$ cat src/rtl/bus_arbiter_pkg.sv
// bus_arb_pkg: shared owner encoding and default bus widths for the RAM port arbiter
package bus_arb_pkg;
  localparam int BUS_ADDR_W = 16;
  localparam int BUS_DATA_W = 8;
  typedef enum logic [1:0] {
    OWN_NONE = 2'd0,
    OWN_CPU  = 2'd1,
    OWN_DMA  = 2'd2
  } owner_t;
endpackage

$ cat src/rtl/bus_arbiter_if.sv
// bus_arbiter_if: CPU, DMA and RAM-side signals of the shared memory port
interface bus_arbiter_if
  import bus_arb_pkg::*;
#(
  parameter int ADDR_W = BUS_ADDR_W,
  parameter int DATA_W = BUS_DATA_W
);
  logic              cpu_req;
  logic              cpu_we;
  logic [ADDR_W-1:0] cpu_addr;
  logic [DATA_W-1:0] cpu_wdata;
  logic              cpu_gnt;
  logic              cpu_rvalid;
  logic [DATA_W-1:0] cpu_rdata;
  logic              dma_req;
  logic              dma_we;
  logic [ADDR_W-1:0] dma_addr;
  logic [DATA_W-1:0] dma_wdata;
  logic              dma_gnt;
  logic              dma_rvalid;
  logic [DATA_W-1:0] dma_rdata;
  logic              mem_en;
  logic              mem_we;
  logic [ADDR_W-1:0] mem_addr;
  logic [DATA_W-1:0] mem_wdata;
  logic [DATA_W-1:0] mem_rdata;

  modport slave (
    input  cpu_req, cpu_we, cpu_addr, cpu_wdata,
    output cpu_gnt, cpu_rvalid, cpu_rdata,
    input  dma_req, dma_we, dma_addr, dma_wdata,
    output dma_gnt, dma_rvalid, dma_rdata,
    output mem_en, mem_we, mem_addr, mem_wdata,
    input  mem_rdata
  );

  modport master (
    output cpu_req, cpu_we, cpu_addr, cpu_wdata,
    input  cpu_gnt, cpu_rvalid, cpu_rdata,
    output dma_req, dma_we, dma_addr, dma_wdata,
    input  dma_gnt, dma_rvalid, dma_rdata,
    input  mem_en, mem_we, mem_addr, mem_wdata,
    output mem_rdata
  );
endinterface

$ cat src/rtl/bus_arbiter.sv
// bus_arbiter: cycle-by-cycle CPU/DMA arbitration of one sync RAM port; BUS_ARBITER_ROUND_ROBIN_EN selects round-robin instead of DMA priority with burst limit
module bus_arbiter
  import bus_arb_pkg::*;
#(
  parameter int ADDR_W        = BUS_ADDR_W,
  parameter int DATA_W        = BUS_DATA_W,
  parameter int DMA_MAX_BURST = 4
) (
  input logic         clk,
  input logic         resetn,
  bus_arbiter_if.slave bus
);
  localparam logic [1:0] ST_IDLE = OWN_NONE;
  localparam logic [1:0] ST_CPU  = OWN_CPU;
  localparam logic [1:0] ST_DMA  = OWN_DMA;

  logic [1:0]        state_q, state_d;
  logic              mem_en_q, mem_en_d;
  logic              mem_we_q, mem_we_d;
  logic [ADDR_W-1:0] mem_addr_q, mem_addr_d;
  logic [DATA_W-1:0] mem_wdata_q, mem_wdata_d;
  owner_t            tag1_q, tag1_d, tag2_q;
  logic              cpu_win, cpu_gnt, dma_gnt, cpu_rv, dma_rv;

`ifdef BUS_ARBITER_ROUND_ROBIN_EN
  owner_t last_q, last_d;
  assign cpu_win = last_q == OWN_DMA;
  // remember the most recent winner so the other side gets the next contested cycle
  always_comb begin
    last_d = cpu_gnt ? OWN_CPU : dma_gnt ? OWN_DMA : last_q;
  end
  // reset as if the CPU won last, so DMA takes the first contested cycle
  always_ff @(posedge clk) begin
    if (!resetn) last_q <= OWN_CPU;
    else last_q <= last_d;
  end
`else
  localparam logic [3:0] MAX_B = 4'(DMA_MAX_BURST);
  logic [3:0] burst_cnt_q, burst_cnt_d;
  assign cpu_win = burst_cnt_q == MAX_B;
  // count consecutive DMA grants, saturating; any non-DMA cycle restarts the run
  always_comb begin
    burst_cnt_d = !dma_gnt ? 4'd0 : cpu_win ? MAX_B : burst_cnt_q + 4'd1;
  end
  // burst counter register
  always_ff @(posedge clk) begin
    if (!resetn) burst_cnt_q <= 4'd0;
    else burst_cnt_q <= burst_cnt_d;
  end
`endif

  assign cpu_gnt = resetn & bus.cpu_req & (!bus.dma_req | cpu_win);
  assign dma_gnt = resetn & bus.dma_req & !(bus.cpu_req & cpu_win);

  // winner's access goes to the RAM next cycle; reads launch an owner tag down the return pipe
  always_comb begin
    state_d     = cpu_gnt ? ST_CPU : dma_gnt ? ST_DMA : ST_IDLE;
    mem_en_d    = cpu_gnt | dma_gnt;
    mem_we_d    = cpu_gnt ? bus.cpu_we : dma_gnt & bus.dma_we;
    mem_addr_d  = cpu_gnt ? bus.cpu_addr : dma_gnt ? bus.dma_addr : mem_addr_q;
    mem_wdata_d = cpu_gnt ? bus.cpu_wdata : dma_gnt ? bus.dma_wdata : mem_wdata_q;
    tag1_d      = (mem_en_d & !mem_we_d) ? owner_t'(state_d) : OWN_NONE;
  end

  // registered RAM controls, FSM state and two-stage read owner tag
  always_ff @(posedge clk) begin
    if (!resetn) begin
      state_q     <= ST_IDLE;
      mem_en_q    <= 1'b0;
      mem_we_q    <= 1'b0;
      mem_addr_q  <= '0;
      mem_wdata_q <= '0;
      tag1_q      <= OWN_NONE;
      tag2_q      <= OWN_NONE;
    end else begin
      state_q     <= state_d;
      mem_en_q    <= mem_en_d;
      mem_we_q    <= mem_we_d;
      mem_addr_q  <= mem_addr_d;
      mem_wdata_q <= mem_wdata_d;
      tag1_q      <= tag1_d;
      tag2_q      <= tag1_q;
    end
  end

  assign cpu_rv = resetn & (tag2_q == OWN_CPU);
  assign dma_rv = resetn & (tag2_q == OWN_DMA);

  assign bus.cpu_gnt    = cpu_gnt;
  assign bus.dma_gnt    = dma_gnt;
  assign bus.cpu_rvalid = cpu_rv;
  assign bus.dma_rvalid = dma_rv;
  assign bus.cpu_rdata  = cpu_rv ? bus.mem_rdata : '0;
  assign bus.dma_rdata  = dma_rv ? bus.mem_rdata : '0;
  assign bus.mem_en     = mem_en_q;
  assign bus.mem_we     = mem_we_q;
  assign bus.mem_addr   = mem_addr_q;
  assign bus.mem_wdata  = mem_wdata_q;
endmodule

$ cat src/flat_wrapper.sv
// flat-port wrapper written by rule: the top's interface ports become plain ports
module bus_arbiter_flat import bus_arb_pkg::*;
#(
  parameter int ADDR_W        = BUS_ADDR_W,
  parameter int DATA_W        = BUS_DATA_W,
  parameter int DMA_MAX_BURST = 4
)
  (clk, resetn, bus_cpu_req, bus_cpu_we, bus_cpu_addr, bus_cpu_wdata, bus_cpu_gnt, bus_cpu_rvalid, bus_cpu_rdata, bus_dma_req, bus_dma_we, bus_dma_addr, bus_dma_wdata, bus_dma_gnt, bus_dma_rvalid, bus_dma_rdata, bus_mem_en, bus_mem_we, bus_mem_addr, bus_mem_wdata, bus_mem_rdata);
  bus_arbiter_if #(.ADDR_W(ADDR_W), .DATA_W(DATA_W)) bus_i ();
  input logic clk;
  input logic resetn;
  input wire logic [$bits(bus_i.cpu_req)-1:0] bus_cpu_req;
  input wire logic [$bits(bus_i.cpu_we)-1:0] bus_cpu_we;
  input wire logic [$bits(bus_i.cpu_addr)-1:0] bus_cpu_addr;
  input wire logic [$bits(bus_i.cpu_wdata)-1:0] bus_cpu_wdata;
  output wire logic [$bits(bus_i.cpu_gnt)-1:0] bus_cpu_gnt;
  output wire logic [$bits(bus_i.cpu_rvalid)-1:0] bus_cpu_rvalid;
  output wire logic [$bits(bus_i.cpu_rdata)-1:0] bus_cpu_rdata;
  input wire logic [$bits(bus_i.dma_req)-1:0] bus_dma_req;
  input wire logic [$bits(bus_i.dma_we)-1:0] bus_dma_we;
  input wire logic [$bits(bus_i.dma_addr)-1:0] bus_dma_addr;
  input wire logic [$bits(bus_i.dma_wdata)-1:0] bus_dma_wdata;
  output wire logic [$bits(bus_i.dma_gnt)-1:0] bus_dma_gnt;
  output wire logic [$bits(bus_i.dma_rvalid)-1:0] bus_dma_rvalid;
  output wire logic [$bits(bus_i.dma_rdata)-1:0] bus_dma_rdata;
  output wire logic [$bits(bus_i.mem_en)-1:0] bus_mem_en;
  output wire logic [$bits(bus_i.mem_we)-1:0] bus_mem_we;
  output wire logic [$bits(bus_i.mem_addr)-1:0] bus_mem_addr;
  output wire logic [$bits(bus_i.mem_wdata)-1:0] bus_mem_wdata;
  input wire logic [$bits(bus_i.mem_rdata)-1:0] bus_mem_rdata;
  assign bus_i.cpu_req = bus_cpu_req;
  assign bus_i.cpu_we = bus_cpu_we;
  assign bus_i.cpu_addr = bus_cpu_addr;
  assign bus_i.cpu_wdata = bus_cpu_wdata;
  assign bus_cpu_gnt = bus_i.cpu_gnt;
  assign bus_cpu_rvalid = bus_i.cpu_rvalid;
  assign bus_cpu_rdata = bus_i.cpu_rdata;
  assign bus_i.dma_req = bus_dma_req;
  assign bus_i.dma_we = bus_dma_we;
  assign bus_i.dma_addr = bus_dma_addr;
  assign bus_i.dma_wdata = bus_dma_wdata;
  assign bus_dma_gnt = bus_i.dma_gnt;
  assign bus_dma_rvalid = bus_i.dma_rvalid;
  assign bus_dma_rdata = bus_i.dma_rdata;
  assign bus_mem_en = bus_i.mem_en;
  assign bus_mem_we = bus_i.mem_we;
  assign bus_mem_addr = bus_i.mem_addr;
  assign bus_mem_wdata = bus_i.mem_wdata;
  assign bus_i.mem_rdata = bus_mem_rdata;
  bus_arbiter #(.ADDR_W(ADDR_W), .DATA_W(DATA_W), .DMA_MAX_BURST(DMA_MAX_BURST)) u_core (.clk(clk), .resetn(resetn), .bus(bus_i));
endmodule
$ cat config.mk
export PLATFORM = sky130hd
export DESIGN_NAME = bus_arbiter_flat
export DESIGN_NICKNAME = d
export VERILOG_FILES = /design/src/rtl/bus_arbiter_pkg.sv /design/src/rtl/bus_arbiter_if.sv /design/src/rtl/bus_arbiter.sv /design/src/flat_wrapper.sv
export SDC_FILE = /design/constraint.sdc
export NUM_CORES = 1
export LEC_CHECK = 0
export ABC_AREA = 1
export BUFFER_PORTS_ARGS = -buffer_cell sky130_fd_sc_hd__buf_2
export CORE_ASPECT_RATIO = 0.6
export CORE_MARGIN = 2
export CORE_UTILIZATION = 29
export CTS_CLUSTER_SIZE = 25
export DETAILED_ROUTE_END_ITERATION = 8
export PLACE_DENSITY = 0.66
export SLEW_MARGIN = 20
export SYNTH_ARGS = -nofsm -noshare
export SYNTH_HDL_FRONTEND = slang
export SYNTH_SLANG_ARGS = --single-unit
$ cat constraint.sdc
create_clock -name clk -period 2.75 [get_ports clk]
set_clock_uncertainty 0.15 [all_clocks]
set_input_delay 0.4125 -clock clk [delete_from_list [all_inputs] [get_ports clk]]
set_output_delay 0.4125 -clock clk [all_outputs]
set_load 0.03 [all_outputs]
==> impl_metrics.json <==
{
  "dp_hpwl_mm": 3.55,
  "yosys_warnings": 0,
  "mostFrequentLayoutCell": "buf_2",
  "hold-path-cell-count": 2,
  "synthMuxAreaShare_pct": 0,
  "stdcell_count": 465,
  "critPathKind": "flop to primary output",
  "whs_ns": 0.151,
  "drc": 0,
  "clk_latency_ns": 0.27,
  "diodes": 0,
  "crit_cells": 6,
  "rr_startpoint": "u_core.burst_cnt_q[0]$_SDFF_PP0_",
  "fin_nets": 446,
  "dr.pass1.iters": 4,
  "grt-ovfl-total": 0,
  "cts_buffer_depth": 2,
  "slew_violations": 0,
  "synth.cell_area_um2": 1900,
  "whs_endpoint": "u_core.tag1_q[0]$_SDFF_PN0_",
  "ys_seq_area_share_pct": 35.9,
  "synth_area_per_cell_um2": 6.67,
  "vias": 1982,
  "drt_iter0_markers": 123,
  "required_ns": 2.19,
  "synth.distinct_cells": 22,
  "r2r_cells": 8,
  "startpoint_type": "flop",
  "vias_per_cell": 4.26,
  "start_util_pct": 30.5,
  "p_per_area_nw_per_um2": 490,
  "synthXorXnorAreaFrac_pct": 0.462,
  "finalHoldViolations": 0,
  "routed_wirelength_mm": 4.89,
  "cp_num_buf_inv": 2,
  "cts_tree": "done",
  "rsz0062_at_grt": "false",
  "drive_gt1_share_pct": 34.6,
  "h-tree-depth": 2,
  "root_buffer": "clkbuf_8",
  "synth_compound_area_share_pct": 16.1,
  "worstPathMaxFanout": 5,
  "crit_chain": "inv_1 > ha_1 > nand3_4 > nand2_1 > o21ai_0 > buf_2",
  "fmax_ghz": 0.477,
  "hold_buffers": 0,
  "die_x_um": 108,
  "peakVddDrop_uv": 182,
  "n_fill_cell": 670,
  "p_leak_nw": 1.39,
  "finalCriticalPeriod_ns": 2.10,
  "r2r-end": "u_core.bus.mem_addr[5]$_SDFFE_PN0P_",
  "reg2reg_slack_ns": 0.99,
  "design.die.area_um2": 7220,
  "critPathCaptureType": "primary output",
  "max-slew-margin-rel_pct": 47.5,
  "clk_pin_slew_worst_paths_ns": 0.06,
  "ys_ff_latch": 34,
  "syn_nets": 348,
  "die_h_um": 66.6,
  "synth_top_family_by_area": "simple AND/OR/NAND/NOR gates",
  "grtUsageTotal_pct": 13.4,
  "finalCritPeriodShare_pct": 76.2,
  "outcome": "completed",
  "ant_nets": 0,
  "io_pins": 108,
  "gp_congestion": 0.768,
  "io_buffer_count": 107,
  "critPathTopFamily": "flip-flops",
  "syn_inst": 284,
  "antenna_found_initial": 0,
  "area_growth_pct": 31.2,
  "max_cap_violations": 0,
  "crit_slowest_cell": "dfxtp_1",
  "grt_pass1_vias": 1649,
  "setup_tns_ns": 0,
  "coreArea_um2": 6220,
  "cts_inserted_buffers": 5,
  "cts_resized": 0,
  "setup_viol": 0,
  "grt_start_max_net_pins": 50,
  "routedWlPerCell_um": 10.5,
  "hold_class": "input pin to flop",
  "tightest_slew_ns": 0.785,
  "place_inst": 459,
  "grt_pass1_wl_mm": 7.60,
  "final_cell_mix": "107 x buf_2, 68 x nor2_1, 45 x inv_1, 34 x dfxtp_1, 30 x nand2_1",
  "min-delay-start": "bus_cpu_we",
  "crit_arrival_ns": 1.53,
  "cpPeakStageDelay_ns": 0.37,
  "cts_setup_buffers": 0,
  "synth-simple-area-share_pct": 29.3,
  "core.rowCount": 22,
  "synth_adder_area_share_pct": 1.32,
  "clock-sinks": 34
}
[Yosys cell counts (all sizes together)]
cell | number | area, um2
clkbuf | 2 | 7.51
nand3 | 27 | 148
nor3 | 1 | 10.0
nor2 | 68 | 255
nand2 | 34 | 143
o211ai | 1 | 7.51
xnor2 | 1 | 8.76
buf | 16 | 140
o21ai | 25 | 125
dfxtp | 34 | 681
a21oi | 27 | 173
inv | 46 | 173
ha | 2 | 25.0
[per-layer routing]
layer | global-route usage [%] | wire length, um | up-vias | part of all wire, %
li1 | - | - | 1069 | -
met5 | 0 | 0 | - | 0
met3 | 4.11 | 417 | 5 | 8.5
met2 | 21.5 | 2140 | 66 | 44
met4 | 3.37 | 42 | 0 | 0.86
met1 | 17.5 | 2290 | 842 | 47
[report_power, final]
part           switching (mW)  total, mW  internal (mW)
registers              0.0171      0.548          0.531
logic                   0.205      0.310          0.105
clock network           0.168      0.361          0.193
total                   0.390       1.22          0.829
[cell families (layout without fill, tap and decap cells)]
family                   Yosys count  count (layout)
AND/OR/NAND/NOR                  130             130
adder cells (fa/ha/maj)            2               2
flip-flops                        34              34
buffers and inverters             64             161
XOR/XNOR                           1               1
AO/OA/AOI/OAI                     53              53
[flip-flops by register name (all words and copies together), names as in the netlist]
signal,flops
u_core.bus.mem_addr,16
u_core.bus.mem_wdata,8
u_core.burst_cnt_q,4
u_core.tag1_q,2
u_core.tag2_q,2
u_core.bus.mem_en,1
u_core.bus.mem_we,1
[worst max path at each step]
stage	from	end	slack (ns)
3_5_place_dp	resetn	u_core.bus.mem_addr[10]$_SDFFE_PN0P_	0.92
6_report	u_core.burst_cnt_q[0]$_SDFF_PP0_	bus_dma_gnt	0.65
5_1_grt	u_core.burst_cnt_q[0]$_SDFF_PP0_	bus_dma_gnt	0.50
4_1_cts	u_core.burst_cnt_q[0]$_SDFF_PP0_	bus_dma_gnt	0.62
3_3_place_gp	resetn	bus_dma_rdata[3]	0.93
2_1_floorplan	resetn	bus_cpu_rdata[0]	0.48
[through the flow]
step	setup slack (ns)	utilization [%]	instance area [um2]	power [mW]
floorplan	0.481	-	1900	0.782
global placement	0.932	38.6	2400	0.866
detailed placement	0.922	38.6	2400	0.872
CTS	0.620	40.0	2490	1.24
global route	0.501	40.0	2490	1.30
finish	0.653	40.0	2490	1.22
[cell type report]
cell class,instances,area (um2),share of cell area [%]
clock buffers,6,82.6,3.32
inverters,46,173,6.95
multi-input cells,186,895,36.0
flip-flops and latches,34,681,27.4
well taps,84,105,4.23
repair buffers,109,551,22.1
Power figures use the tool's default switching activity.
